--- config.mk ---
export PLATFORM = sky130hd
export DESIGN_NAME = matrix_result_collector_flat
export DESIGN_NICKNAME = d
export VERILOG_FILES = /design/src/rtl/matrix_result_collector_if.sv /design/src/rtl/matrix_result_collector.sv /design/src/flat_wrapper.sv
export SDC_FILE = /design/constraint.sdc
export NUM_CORES = 1
export LEC_CHECK = 0
export BUFFER_PORTS_ARGS = -buffer_cell sky130_fd_sc_hd__buf_2
export CORE_AREA = 2 2 123 155
export DETAILED_ROUTE_END_ITERATION = 6
export DIE_AREA = 0 0 125 157
export PLACE_DENSITY_LB_ADDON = 0.05
export SYNTH_ARGS = -nofsm -noshare
export SYNTH_HDL_FRONTEND = slang
export SYNTH_SLANG_ARGS = --single-unit
--- constraint.sdc ---
create_clock -name clk_i -period 10.8 [get_ports clk_i]
set_input_delay 2.16 -clock clk_i [delete_from_list [all_inputs] [get_ports clk_i]]
set_output_delay 2.16 -clock clk_i [all_outputs]
set_load 0.005 [all_outputs]
--- src/rtl/matrix_result_collector_if.sv ---
// Stream and read-port bundle between the matrix multiplier, the result collector and the
// downstream Kalman stage. The master drives the stream and read address; the slave collects.
interface matrix_result_collector_if #(
  parameter int unsigned MAX_COL  = 4,
  parameter int unsigned MAX_ROW1 = 4,
  parameter int unsigned DATA_W   = 16
);
  localparam int unsigned DEPTH  = MAX_COL * MAX_ROW1;
  localparam int unsigned ADDR_W = $clog2(DEPTH);
  localparam int unsigned COL_W  = $clog2(MAX_COL) + 1;
  localparam int unsigned ROW1_W = $clog2(MAX_ROW1) + 1;

  logic              start_i;
  logic [COL_W-1:0]  COL;
  logic [ROW1_W-1:0] ROW1;
  logic [DATA_W-1:0] data_i;
  logic              data_i_v;
  logic              cal_finish_i;
  logic [ADDR_W-1:0] rd_addr_i;
  logic [DATA_W-1:0] rd_data_o;

  modport master (
    output start_i, COL, ROW1, data_i, data_i_v, cal_finish_i, rd_addr_i,
    input  rd_data_o
  );

  modport slave (
    input  start_i, COL, ROW1, data_i, data_i_v, cal_finish_i, rd_addr_i,
    output rd_data_o
  );
endinterface

--- src/rtl/matrix_result_collector.sv ---
// Collects streamed multiplier results into a local buffer and serves a registered read port.
// Define MATRIX_RESULT_TRANSPOSE_EN to store the result transposed (b_idx*COL + c_idx).
module matrix_result_collector #(
  parameter int unsigned MAX_COL  = 4,
  parameter int unsigned MAX_ROW1 = 4,
  parameter int unsigned DATA_W   = 16,
  localparam int unsigned DEPTH   = MAX_COL * MAX_ROW1,
  localparam int unsigned ADDR_W  = $clog2(DEPTH)
) (
  input  logic                     clk_i,
  input  logic                     rst_i,
  matrix_result_collector_if.slave bus,
  output logic                     busy_o,
  output logic                     done_o,
  output logic [ADDR_W:0]          count_o,
  output logic                     err_o
);
  localparam int unsigned COL_W  = $clog2(MAX_COL) + 1;
  localparam int unsigned ROW1_W = $clog2(MAX_ROW1) + 1;

  typedef enum logic [1:0] {StIdle, StCollect, StDone} state_e;

  state_e              state_q, state_d;
  logic [COL_W-1:0]    col_q, col_d, c_idx_q, c_idx_d;
  logic [ROW1_W-1:0]   row1_q, row1_d, b_idx_q, b_idx_d;
  logic [ADDR_W:0]     count_q, count_d, total;
  logic                err_q, err_d, busy_q, busy_d, done_q, done_d;
  logic                ran_q, ran_d;
  logic                dims_ok, wr_en;
  logic [ADDR_W-1:0]   wr_addr;
  logic [DATA_W-1:0]   mem_q [DEPTH];
  logic [DATA_W-1:0]   rd_data_q, rd_data_d;

  assign dims_ok = (bus.COL != '0) && (bus.COL <= COL_W'(MAX_COL)) &&
                   (bus.ROW1 != '0) && (bus.ROW1 <= ROW1_W'(MAX_ROW1));
  assign total   = (ADDR_W+1)'(col_q) * (ADDR_W+1)'(row1_q);

`ifdef MATRIX_RESULT_TRANSPOSE_EN
  assign wr_addr = ADDR_W'(b_idx_q) * ADDR_W'(col_q) + ADDR_W'(c_idx_q);
`else
  assign wr_addr = ADDR_W'(c_idx_q) * ADDR_W'(row1_q) + ADDR_W'(b_idx_q);
`endif

  always_comb begin
    state_d = state_q;
    col_d   = col_q;
    row1_d  = row1_q;
    c_idx_d = c_idx_q;
    b_idx_d = b_idx_q;
    count_d = count_q;
    err_d   = err_q;
    ran_d   = ran_q;
    wr_en   = 1'b0;
    unique case (state_q)
      StIdle: begin
        if (bus.start_i) begin
          if (dims_ok) begin
            col_d   = bus.COL;
            row1_d  = bus.ROW1;
            c_idx_d = '0;
            b_idx_d = '0;
            count_d = '0;
            err_d   = 1'b0;
            ran_d   = 1'b0;
            state_d = StCollect;
          end else begin
            err_d = 1'b1;
          end
        end else if (bus.data_i_v && ran_q) begin
          err_d = 1'b1;  // overrun after a finished run; data dropped
        end
      end
      StCollect: begin
        if (bus.data_i_v) begin
          wr_en   = 1'b1;
          count_d = count_q + 1'b1;
          if (b_idx_q + 1'b1 == row1_q) begin
            b_idx_d = '0;
            c_idx_d = c_idx_q + 1'b1;
          end else begin
            b_idx_d = b_idx_q + 1'b1;
          end
        end
        // A final element arriving with cal_finish_i wins over the early-finish error.
        if (count_d == total) begin
          state_d = StDone;
        end else if (bus.cal_finish_i) begin
          err_d   = 1'b1;
          state_d = StDone;
        end
      end
      StDone: begin
        ran_d   = 1'b1;
        if (bus.data_i_v) err_d = 1'b1;
        state_d = StIdle;
      end
      default: state_d = StIdle;
    endcase
  end

  assign busy_d = (state_d == StCollect);
  assign done_d = (state_q == StDone);

  always_comb begin
    rd_data_d = '0;
    if ({1'b0, bus.rd_addr_i} < (ADDR_W+1)'(DEPTH)) rd_data_d = mem_q[bus.rd_addr_i];
  end

  always_ff @(posedge clk_i) begin
    if (rst_i) begin
      state_q   <= StIdle;
      col_q     <= '0;
      row1_q    <= '0;
      c_idx_q   <= '0;
      b_idx_q   <= '0;
      count_q   <= '0;
      err_q     <= 1'b0;
      ran_q     <= 1'b0;
      busy_q    <= 1'b0;
      done_q    <= 1'b0;
      rd_data_q <= '0;
    end else begin
      state_q   <= state_d;
      col_q     <= col_d;
      row1_q    <= row1_d;
      c_idx_q   <= c_idx_d;
      b_idx_q   <= b_idx_d;
      count_q   <= count_d;
      err_q     <= err_d;
      ran_q     <= ran_d;
      busy_q    <= busy_d;
      done_q    <= done_d;
      rd_data_q <= rd_data_d;
    end
  end

  // Buffer is deliberately not reset so partial results survive a mid-run reset.
  always_ff @(posedge clk_i) begin
    if (wr_en && !rst_i) mem_q[wr_addr] <= bus.data_i;
  end

  assign bus.rd_data_o = rd_data_q;
  assign busy_o        = busy_q;
  assign done_o        = done_q;
  assign count_o       = count_q;
  assign err_o         = err_q;
endmodule

--- src/flat_wrapper.sv ---
// flat-port wrapper written by rule: the top's interface ports become plain ports
module matrix_result_collector_flat 
#(
  parameter int unsigned MAX_COL  = 4,
  parameter int unsigned MAX_ROW1 = 4,
  parameter int unsigned DATA_W   = 16,
  localparam int unsigned DEPTH   = MAX_COL * MAX_ROW1,
  localparam int unsigned ADDR_W  = $clog2(DEPTH)
)
  (clk_i, rst_i, busy_o, done_o, count_o, err_o, bus_start_i, bus_COL, bus_ROW1, bus_data_i, bus_data_i_v, bus_cal_finish_i, bus_rd_addr_i, bus_rd_data_o);
  matrix_result_collector_if #(.MAX_COL(MAX_COL), .MAX_ROW1(MAX_ROW1), .DATA_W(DATA_W)) bus_i ();
  input  logic clk_i;
  input  logic rst_i;
  output logic busy_o;
  output logic done_o;
  output logic [ADDR_W:0] count_o;
  output logic err_o;
  input wire logic [$bits(bus_i.start_i)-1:0] bus_start_i;
  input wire logic [$bits(bus_i.COL)-1:0] bus_COL;
  input wire logic [$bits(bus_i.ROW1)-1:0] bus_ROW1;
  input wire logic [$bits(bus_i.data_i)-1:0] bus_data_i;
  input wire logic [$bits(bus_i.data_i_v)-1:0] bus_data_i_v;
  input wire logic [$bits(bus_i.cal_finish_i)-1:0] bus_cal_finish_i;
  input wire logic [$bits(bus_i.rd_addr_i)-1:0] bus_rd_addr_i;
  output wire logic [$bits(bus_i.rd_data_o)-1:0] bus_rd_data_o;
  assign bus_i.start_i = bus_start_i;
  assign bus_i.COL = bus_COL;
  assign bus_i.ROW1 = bus_ROW1;
  assign bus_i.data_i = bus_data_i;
  assign bus_i.data_i_v = bus_data_i_v;
  assign bus_i.cal_finish_i = bus_cal_finish_i;
  assign bus_i.rd_addr_i = bus_rd_addr_i;
  assign bus_rd_data_o = bus_i.rd_data_o;
  matrix_result_collector #(.MAX_COL(MAX_COL), .MAX_ROW1(MAX_ROW1), .DATA_W(DATA_W)) u_core (.clk_i(clk_i), .rst_i(rst_i), .bus(bus_i), .busy_o(busy_o), .done_o(done_o), .count_o(count_o), .err_o(err_o));
endmodule
# --- Yosys cells after proc, flatten, opt, wreduce, memory -nomap -nowiden ---
# Memories as Yosys holds them, arrays and structs flattened. A register that Yosys moved wholly into a read port is not among the register bits.
# Index checks and enable logic that the tools add are counted.
op_classes:
  addsub: 4
  multipliers: 2
  div_mod_pow: 0
  n_lt_le_gt_ge: 2
  eq_ne: 13
  n_shift: 0
  mux: 32
  bitwise_logic: 0
  reduce_logical: 18
ops:
  columns: ["cell", "count"]
  rows:
  - ["$mux 5", 4]
  - ["$mux 3", 6]
  - ["$mux 1", 12]
  - ["$pmux 3 s2", 2]
  - ["$ne 2x2->1 const B", 5]
  - ["$pmux 5 s2", 1]
  - ["$reduce_and 5->1", 2]
  - ["$reduce_and 3->1", 3]
  - ["$reduce_bool 3->1", 3]
  - ["$mux 2", 4]
  - ["$add 3x1->3 const B", 2]
  - ["$le 3x3->1 const B", 2]
  - ["$add 5x1->5 const B", 1]
  - ["$eq 5x5->1", 1]
  - ["$logic_and 1x1->1", 5]
  - ["$mul 3x3->5", 1]
  - ["$add 4x3->4", 1]
  - ["$eq 2x1->1 const B", 2]
  - ["$mul 3x3->4", 1]
  - ["$ne 2x1->1 const B", 2]
  - ["$pmux 2 s2", 1]
  - ["$reduce_and 4->1", 1]
  - ["$reduce_bool 2->1", 2]
  - ["$eq 3x3->1", 1]
  - ["other kinds (6)", 6]
word_totals:
  ff_bits: 23
  latch_bits: 0
  ramBits: 256
  mem_bits_ro: 0
  inputBits: 31
  output_inout_bits: 24
  n_memories: 1
memory_table:
  columns: ["memory", "depth", "word_bits", "rd", "rd_ports_with_merged_regs", "wr", "line_no", "text"]
  rows:
  - ["u_core.mem_q", 16, 16, 1, 1, 1, "matrix_result_collector.sv:31", "logic [DATA_W-1:0] mem_q [DEPTH];"]

# --- Depth between registers and ports, before layout ---
# Gate-level depths: netlist of run 1.
depth:
  ltp_word: 8
  depth_mapped: 11
  mapped_depth_nobuf: 11

# --- Worst setup path after synthesis of run 1 ---
# OpenSTA, ideal clock, no wires.
synth_timing:
  path_kind: "in2reg"
  startpoint: "input bus_data_i_v"
  endpoint: "memory u_core.mem_q[0][0] (enable)"
  setup_time_ns: 0.388
  t_arrival_ns: 3.515
  t_required_ns: 10.412
  setup_slack_ns: 6.897
  stages: 4
  path_cell_list: "buf_2 -> nand3_1 -> or3_1 -> nor2_1"
synth_via:
  elab_chain_len: 5
synth_rtl:
  columns: ["item", "line_no", "text"]
  rows:
  - ["from (decl)", "flat_wrapper.sv:22", "input wire logic [$bits(bus_i.data_i_v)-1:0] bus_data_i_v;"]
  - ["$mux 1", "matrix_result_collector.sv:74", "if (bus.data_i_v) begin"]
  - ["$mux 1", "matrix_result_collector.sv:54", "unique case (state_q)"]
  - ["$logic_and 1x1->1", "matrix_result_collector.sv:139", "if (wr_en && !rst_i) mem_q[wr_addr] <= bus.data_i;"]
  - ["$mux 1", "matrix_result_collector.sv:139", null]
  - ["$mux 1 (implied by the code)", "matrix_result_collector.sv:139", null]
  - ["to (decl)", "matrix_result_collector.sv:31", null]
# Every way passes these cells.

# --- Worst setup path after layout of run 1 ---
layout_timing:
  startpoint: "input rst_i"
  endpoint: "memory u_core.mem_q[4][9] (enable)"
layout_via:
  elab_chain_len: 4
layout_rtl:
  columns: ["item", "line_no", "text"]
  rows:
  - ["from (decl)", "flat_wrapper.sv:13", "input logic rst_i;"]
  - ["$logic_not 1->1", "matrix_result_collector.sv:139", null]
  - ["$logic_and 1x1->1", "matrix_result_collector.sv:139", null]
  - ["$mux 1", "matrix_result_collector.sv:139", null]
  - ["$mux 1 (implied by the code)", "matrix_result_collector.sv:139", null]
# Every way passes these cells.

==> results.cfg, run 1 <==
[synthesis]
ys_seq_area_frac = 0.717
netlist_instances = 610
synth.avg_cell_area_um2 = 19.4
synth-edff-count = 256
yosys_warnings = 0
syn_nets = 660
synth_ff_type = edfxtp_1
async_flop_share = 0
ys_types = 44
synth-seq-cells = 295
syn-cell-area_mm2 = 0.0118

[critical_path]
path_class = in -> reg
cp_top_family = simple AND/OR/NAND/NOR gates
cp_cell_sequence = buf_2, inv_1, nand3_1, or3_1, nor2_2
endpoint_kind = flop
path_buf_inv = 2
start_kind = input pin
path_max_fanout = 21
slowest_stage = nor2_2
cp_data_arrival_time_ns = 4.67
worstPathRequired_ns = 10.95
cp_slowest_stage_delay_ns = 0.95

[timing]
fmax_ghz = 0.221
tightest_slew_ns = 1.18
fin_crit_ns = 4.52
finalClockSkew_ns = 0.00791
setup_viol = 0
slew_headroom = 0.212
finalHoldViolCount = 0
timing.final.crit_share = 0.419
rsz0062_at_grt = false
maxSlewViolCount = 0
fin_tns_setup_ns = 0

[final_layout]
nets = 727
synthToLayoutAreaGrowth_pct = 12.6
insertedDiodeCount = 0
final_common_cell = edfxtp_1
layout_common_cells = 256 x edfxtp_1, 80 x mux4_2, 53 x buf_2
fin_util = 0.738
drive_gt1_frac = 0.298
fill_cells = 1059
fin_area_mm2 = 0.0133

[cts]
cts-resized-gates = 0
clock-sinks = 295
cts_tree = built
cts_setup_buffers = 0
clockBufferDepth = 3
clock_insertion_delay_worst_skew_ns = 0.53
root_buffer = clkbuf_16
holdBufCountCts = 0
clkTransAtPathRegs_ns = 0.06
cts_buffers = 28
ctsHtreeMaxLevel = 1

[power_and_ir_drop]
irDropWorstVdd_mv = 0.157
power.density_mw_per_mm2 = 178
leakage_uw = 0.00446
totalPowerFinal_uw = 2370

[floorplan]
die_h_um = 157
boundaryPins = 55
die-area_mm2 = 0.0196
start_util = 0.655
die_w_um = 125
core_area_mm2 = 0.0180
num_rows = 55

[place]
dpl_cell_area_mm2 = 0.0123
numPortBuffers = 54
gp_congestion = 0.812
dp.final_hpwl_um = 13500

[detailed_routing]
drtIter0Drc = 624
route.detailed.wl_per_inst_um = 25.2
detail-route-antenna-nets = 0
viasPerCell = 6.35
drtPass1Iterations = 5
wirelength_um = 23300
drcViolationCount = 0
vias = 5887

[grt]
grt_max_degree = 65
first_global_vias = 6070
grt_pass1_wl_um = 35800
overflow = 0
antenna_found_initial = 0
grt_usage = 0.246

[min_path]
hp-class = reg -> reg

[status]
outcome = complete, no violations

[job]
max_cap_violations = 0
[metrics by stage]
stage                     cells  setup slack, ns  hold WS [ns]
after floorplan             610             6.90         0.450
after global placement      875             5.74         0.462
after detailed placement    875             5.66         0.487
after CTS                   927             6.22         0.494
after global routing        927             6.10         0.542
final                       927             6.28         0.500
[area by class of cell]
cell class / instances / area [µm²] / share of cell area
clock buffers: 40 / 807 / 0.0607
clock inverters: 12 / 161 / 0.0121
inverters: 13 / 48.8 / 0.00367
multi-input cells: 275 / 3190 / 0.239
flip-flops and latches: 295 / 8470 / 0.637
well taps: 228 / 285 / 0.0214
repair buffers: 64 / 348 / 0.0261
[sequential cells by signal (all words and copies together) (netlist names)]
| signal | flops |
|---|---|
| u_core.done_o | 1 |
| u_core.busy_o | 1 |
| u_core.count_o | 5 |
| u_core.state_q | 2 |
| u_core.mem_q | 256 |
| u_core.c_idx_q | 3 |
| u_core.col_q | 3 |
| u_core.ran_q | 1 |
| u_core.bus.rd_data_o | 16 |
| u_core.err_o | 1 |
| u_core.b_idx_q | 3 |
| u_core.row1_q | 3 |
[synthesized netlist by cell type, drive strengths merged, types with 2 or more instances]
cell type	instances	area, µm²
and2	28	175
a211o	2	17.5
inv	13	48.8
buf	17	113
a21oi	12	60.1
xor2	7	61.3
mux2i	7	70.1
nand3b	3	22.5
a211oi	5	37.5
nand3	4	20.0
ha	14	175
xnor2	12	105
o21ai	14	70.1
nor2	31	116
nand2b	2	12.5
nor2b	5	31.3
nand2	21	78.8
fa	5	100
nor3	2	10.0
or3	2	12.5
dfxtp	39	781
edfxtp	256	7690
clkbuf	10	37.5
nand4	3	18.8
mux4	80	1800
[report_power, final]
group / internal, µW / switching (µW)
clock network: 614 / 392
registers: 1250 / 5.90
logic: 50.6 / 60.1
[cell families (layout without fill, tap and decap cells)]
group | after synthesis | after routing | share of synthesized area
flops | 295 | 295 | 0.717
simple gates | 104 | 104 | 0.0439
mux | 87 | 87 | 0.158
compound gates | 45 | 45 | 0.0247
buf+inv | 40 | 129 | 0.0168
xor+xnor | 20 | 20 | 0.0160
fa+ha+maj | 19 | 19 | 0.0233
[final timing paths]
check / startpoint / endpoint / slack, ns / cells past startpoint
min reg2reg: u_core.ran_q$_SDFFE_PP0P_ / u_core.ran_q$_SDFFE_PP0P_ / 0.50 / 2
max reg2reg: u_core.row1_q[1]$_SDFFE_PP0P_ / u_core.mem_q[5][2]$_DFFE_PP_ / 6.35 / 10
min: u_core.ran_q$_SDFFE_PP0P_ / u_core.ran_q$_SDFFE_PP0P_ / 0.50 / 2
max: rst_i / u_core.mem_q[4][9]$_DFFE_PP_ / 6.28 / 5
[layer usage]
metal  wire [µm]  vias up  part of all wire  GRT usage
met5           0        -                 0          0
met1        9290     3063              0.40      0.341
met4         641        0             0.027     0.0815
li1            -     2569                 -          -
met3        1560       39             0.067     0.0367
met2       11900      216              0.51      0.413
[worst register-to-register path, stage by stage (launching register included)]
cell and delay [ns]:
dfxtp_1 0.51, nand2_1 0.13, fa_1 0.50, fa_1 0.56, inv_1 0.06, fa_1 0.43
xor2_1 0.18, xnor2_1 0.32, xor2_1 0.24, nand2_1 0.20, nor2_2 0.93
Power figures use the tool's default switching activity.
==> run 2: changes to the inputs <==
--- a/config.mk
+++ b/config.mk
@@ -5,10 +5,11 @@
 export SDC_FILE = /design/constraint.sdc
 export NUM_CORES = 1
 export LEC_CHECK = 0
+export ABC_AREA = 1
 export BUFFER_PORTS_ARGS = -buffer_cell sky130_fd_sc_hd__buf_2
-export CORE_AREA = 2 2 123 155
+export CORE_AREA = 2 2 130 163
 export DETAILED_ROUTE_END_ITERATION = 6
-export DIE_AREA = 0 0 125 157
+export DIE_AREA = 0 0 132 165
 export PLACE_DENSITY_LB_ADDON = 0.05
 export SYNTH_ARGS = -nofsm -noshare
 export SYNTH_HDL_FRONTEND = slang
==> constraint.sdc (replaced) <==
create_clock -name clk_i -period 4.45 [get_ports clk_i]
set_input_delay 0.89 -clock clk_i [delete_from_list [all_inputs] [get_ports clk_i]]
set_output_delay 0.89 -clock clk_i [all_outputs]
set_load 0.005 [all_outputs]
==> run 2 against run 1 <==
Net effect: sequential power is 140% higher; critical path depth grew 6; routed wire length grew 21%; register-to-register slack got worse by 6.0 ns; via count rose by 36%; clock skew increased by 0.014 ns; die area grew 11%; critical path type is now reg -> reg; final area rose by 1.7%; critical endpoint is now u_core.mem_q[9][5]$_DFFE_PP_; area after synthesis grew 3.0%; first-iteration DRC count grew 19%; clock power is 130% higher.
==> results.cfg, run 2 <==
[status]
outcome = complete, no violations

[cts]
cts-resized-gates = 0
cts_buffers = 29
clkTransAtPathRegs_ns = 0.06
cts_tree = built
root_buffer = clkbuf_16
clock_insertion_delay_worst_skew_ns = 0.55
cts_setup_buffers = 0
clockBufferDepth = 3
holdBufCountCts = 0
clock-sinks = 295
ctsHtreeMaxLevel = 1

[timing]
timing.final.crit_share = 0.915
finalClockSkew_ns = 0.0220
fmax_ghz = 0.246
tightest_slew_ns = 1.13
slew_headroom = 0.244
setup_viol = 0
finalHoldViolCount = 0
maxSlewViolCount = 0
fin_tns_setup_ns = 0
rsz0062_at_grt = false
fin_crit_ns = 4.07

[grt]
grt_usage = 0.264
first_global_vias = 7766
overflow = 0
antenna_found_initial = 0
grt_pass1_wl_um = 43900
grt_max_degree = 76

[synthesis]
ys_seq_area_frac = 0.696
yosys_warnings = 0
yosysTopAreaCell = edfxtp_1
async_flop_share = 0
syn_nets = 1037
synth_ff_type = edfxtp_1
synth.avg_cell_area_um2 = 12.3
yosys-top-cells-count = 256 x edfxtp_1, 166 x nor2_1, 115 x o21ai_0
synth-seq-cells = 295
yosysMostFrequentCell = edfxtp_1
syn-cell-area_mm2 = 0.0122
ys_types = 41
synth.area.top_cells = edfxtp_1 63%, dfxtp_1 6.4%, nor2_1 5.1%
synth-edff-count = 256
yosysTopAreaCellShare = 0.632
netlist_instances = 987

[final_layout]
largest_register_ffs = 256
multi_input_area_mm2 = 0.00321
top_register = u_core.mem_q
final_common_cell = edfxtp_1
nets = 1082
drive_gt1_frac = 0.141
layout_common_cells = 256 x edfxtp_1, 150 x nor2_1, 115 x o21ai_0
register_area_mm2 = 0.00847
insertedDiodeCount = 0
fill_cells = 1508
synthToLayoutAreaGrowth_pct = 11.2

[detailed_routing]
drtPass1Iterations = 5
drtIter0Drc = 742
drcViolationCount = 0
viasPerCell = 6.03
route.detailed.wl_per_inst_um = 21.3
detail-route-antenna-nets = 0
wirelength_um = 28300
vias = 7980

[job]
max_cap_violations = 0

[critical_path]
cp_data_arrival_time_ns = 4.22
crit_top_cell = fa_1
cp_cell_sequence = nand2_1, fa_1, fa_1, inv_1, fa_1, xnor2_1, xor2_1, xor2_1, inv_1, nand2_1, nor2_2
r2r-end = u_core.mem_q[9][5]$_DFFE_PP_
path_max_fanout = 16
start_kind = flop
path_class = reg -> reg
timing.rr.start = u_core.row1_q[1]$_SDFFE_PP0P_
reg2regPathDepth = 11
worstPathRequired_ns = 4.60
slowest_stage = nor2_2
endpoint_kind = flop
cp_slowest_stage_delay_ns = 0.77
rrSetupSlack_ns = 0.38

[min_path]
hp-class = reg -> reg
whs_path_depth = 2
hold_end = u_core.err_o$_SDFFE_PP0P_
hp-start = u_core.err_o$_SDFFE_PP0P_

[floorplan]
core_area_mm2 = 0.0201
start_util = 0.605
die-area_mm2 = 0.0218
die_h_um = 165
num_rows = 58
die_w_um = 132
boundaryPins = 55

[power_and_ir_drop]
power.density_mw_per_mm2 = 426
irDropWorstVdd_mv = 0.254
totalPowerFinal_uw = 5760
leakage_uw = 0.00468

[place]
dp.final_hpwl_um = 17600
gp_congestion = 0.890
numPortBuffers = 54
run 2: cell types whose count changed after synthesis, moves of 18 or more:
cell | previous run | this run
a21oi_1 | 12 | 31
o211ai_1 | 0 | 18
mux4_2 | 80 | 0
o221ai_1 | 0 | 46
o21ai_0 | 14 | 115
nor2_1 | 31 | 166
and2_1 | 28 | 0
nand2_1 | 21 | 79
o22ai_1 | 0 | 18
inv_1 | 13 | 45
o21ai_1 | 0 | 25
nand3_1 | 4 | 32
run 2: kinds of logic after synthesis:
kind of cell / Yosys count / synth area share
and+or+nand+nor: 296 / 0.103
xor gates and xnor gates: 6 / 0.00432
adders and majority gates: 19 / 0.0226
buffers and inverters: 109 / 0.0435
AOI/OAI and AO/OA: 262 / 0.131
DFF: 295 / 0.696
run 2: routing by layer:
metal  vias to the layer above  routed length (µm)  track usage
met5                         -                   0            0
met4                         0                 545       0.0721
met2                       320               14300        0.460
li1                       3703                   -            -
met1                      3918               11400        0.351
met3                        39                1980       0.0368
run 2: per-stage QoR:
stage / setup WS [ns] / std cells / hold slack [ns] / cell area [µm²] / util
3_3_place_gp: 0.499 / 1271 / 0.466 / 12600 / 0.629
3_5_place_dp: 0.408 / 1271 / 0.472 / 12600 / 0.629
6_report: 0.379 / 1324 / 0.483 / 13500 / 0.673
4_1_cts: 0.369 / 1324 / 0.488 / 13500 / 0.673
2_1_floorplan: 0.642 / 987 / 0.459 / 12200 / -
5_1_grt: 0.112 / 1324 / 0.521 / 13500 / 0.673
run 2: critical path, delay by kind of cell, from the launching register on:
family,cells,cell delay [ns]
adder cells (fa/ha/maj),3,1.49
AND/OR/NAND/NOR,3,1.05
XOR/XNOR,3,0.54
buffers and inverters,2,0.15
flip-flops,1,0.45
run 2: how the worst max path moves through the flow:
stage,from,depth (start not counted),end,slack [ns]
2_1_floorplan,u_core.row1_q[1]$_SDFFE_PP0P_,11,u_core.mem_q[0][0]$_DFFE_PP_,0.64
3_3_place_gp,u_core.row1_q[1]$_SDFFE_PP0P_,11,u_core.mem_q[9][2]$_DFFE_PP_,0.50
3_5_place_dp,u_core.row1_q[1]$_SDFFE_PP0P_,11,u_core.mem_q[9][8]$_DFFE_PP_,0.41
4_1_cts,u_core.row1_q[1]$_SDFFE_PP0P_,11,u_core.mem_q[9][5]$_DFFE_PP_,0.37
5_1_grt,u_core.c_idx_q[0]$_SDFFE_PP0P_,11,u_core.mem_q[9][5]$_DFFE_PP_,0.11
6_report,u_core.row1_q[1]$_SDFFE_PP0P_,11,u_core.mem_q[9][5]$_DFFE_PP_,0.38
run 2: where the power goes:
| part | internal [µW] | switching, µW | total, µW |
|---|---|---|---|
| combinational | 113 | 284 | 398 |
| clock | 1330 | 983 | 2310 |
| sequential | 3030 | 19.1 | 3050 |
| total | 4470 | 1290 | 5760 |
run 2: final cells by class:
cell class                 count  area share
inverter                      52      0.0148
multi-input combinational    583       0.237
sequential                   295       0.626
clock inverter                15     0.00915
timing repair buffer          71      0.0314
tap                          270      0.0250
clock buffer                  38      0.0568
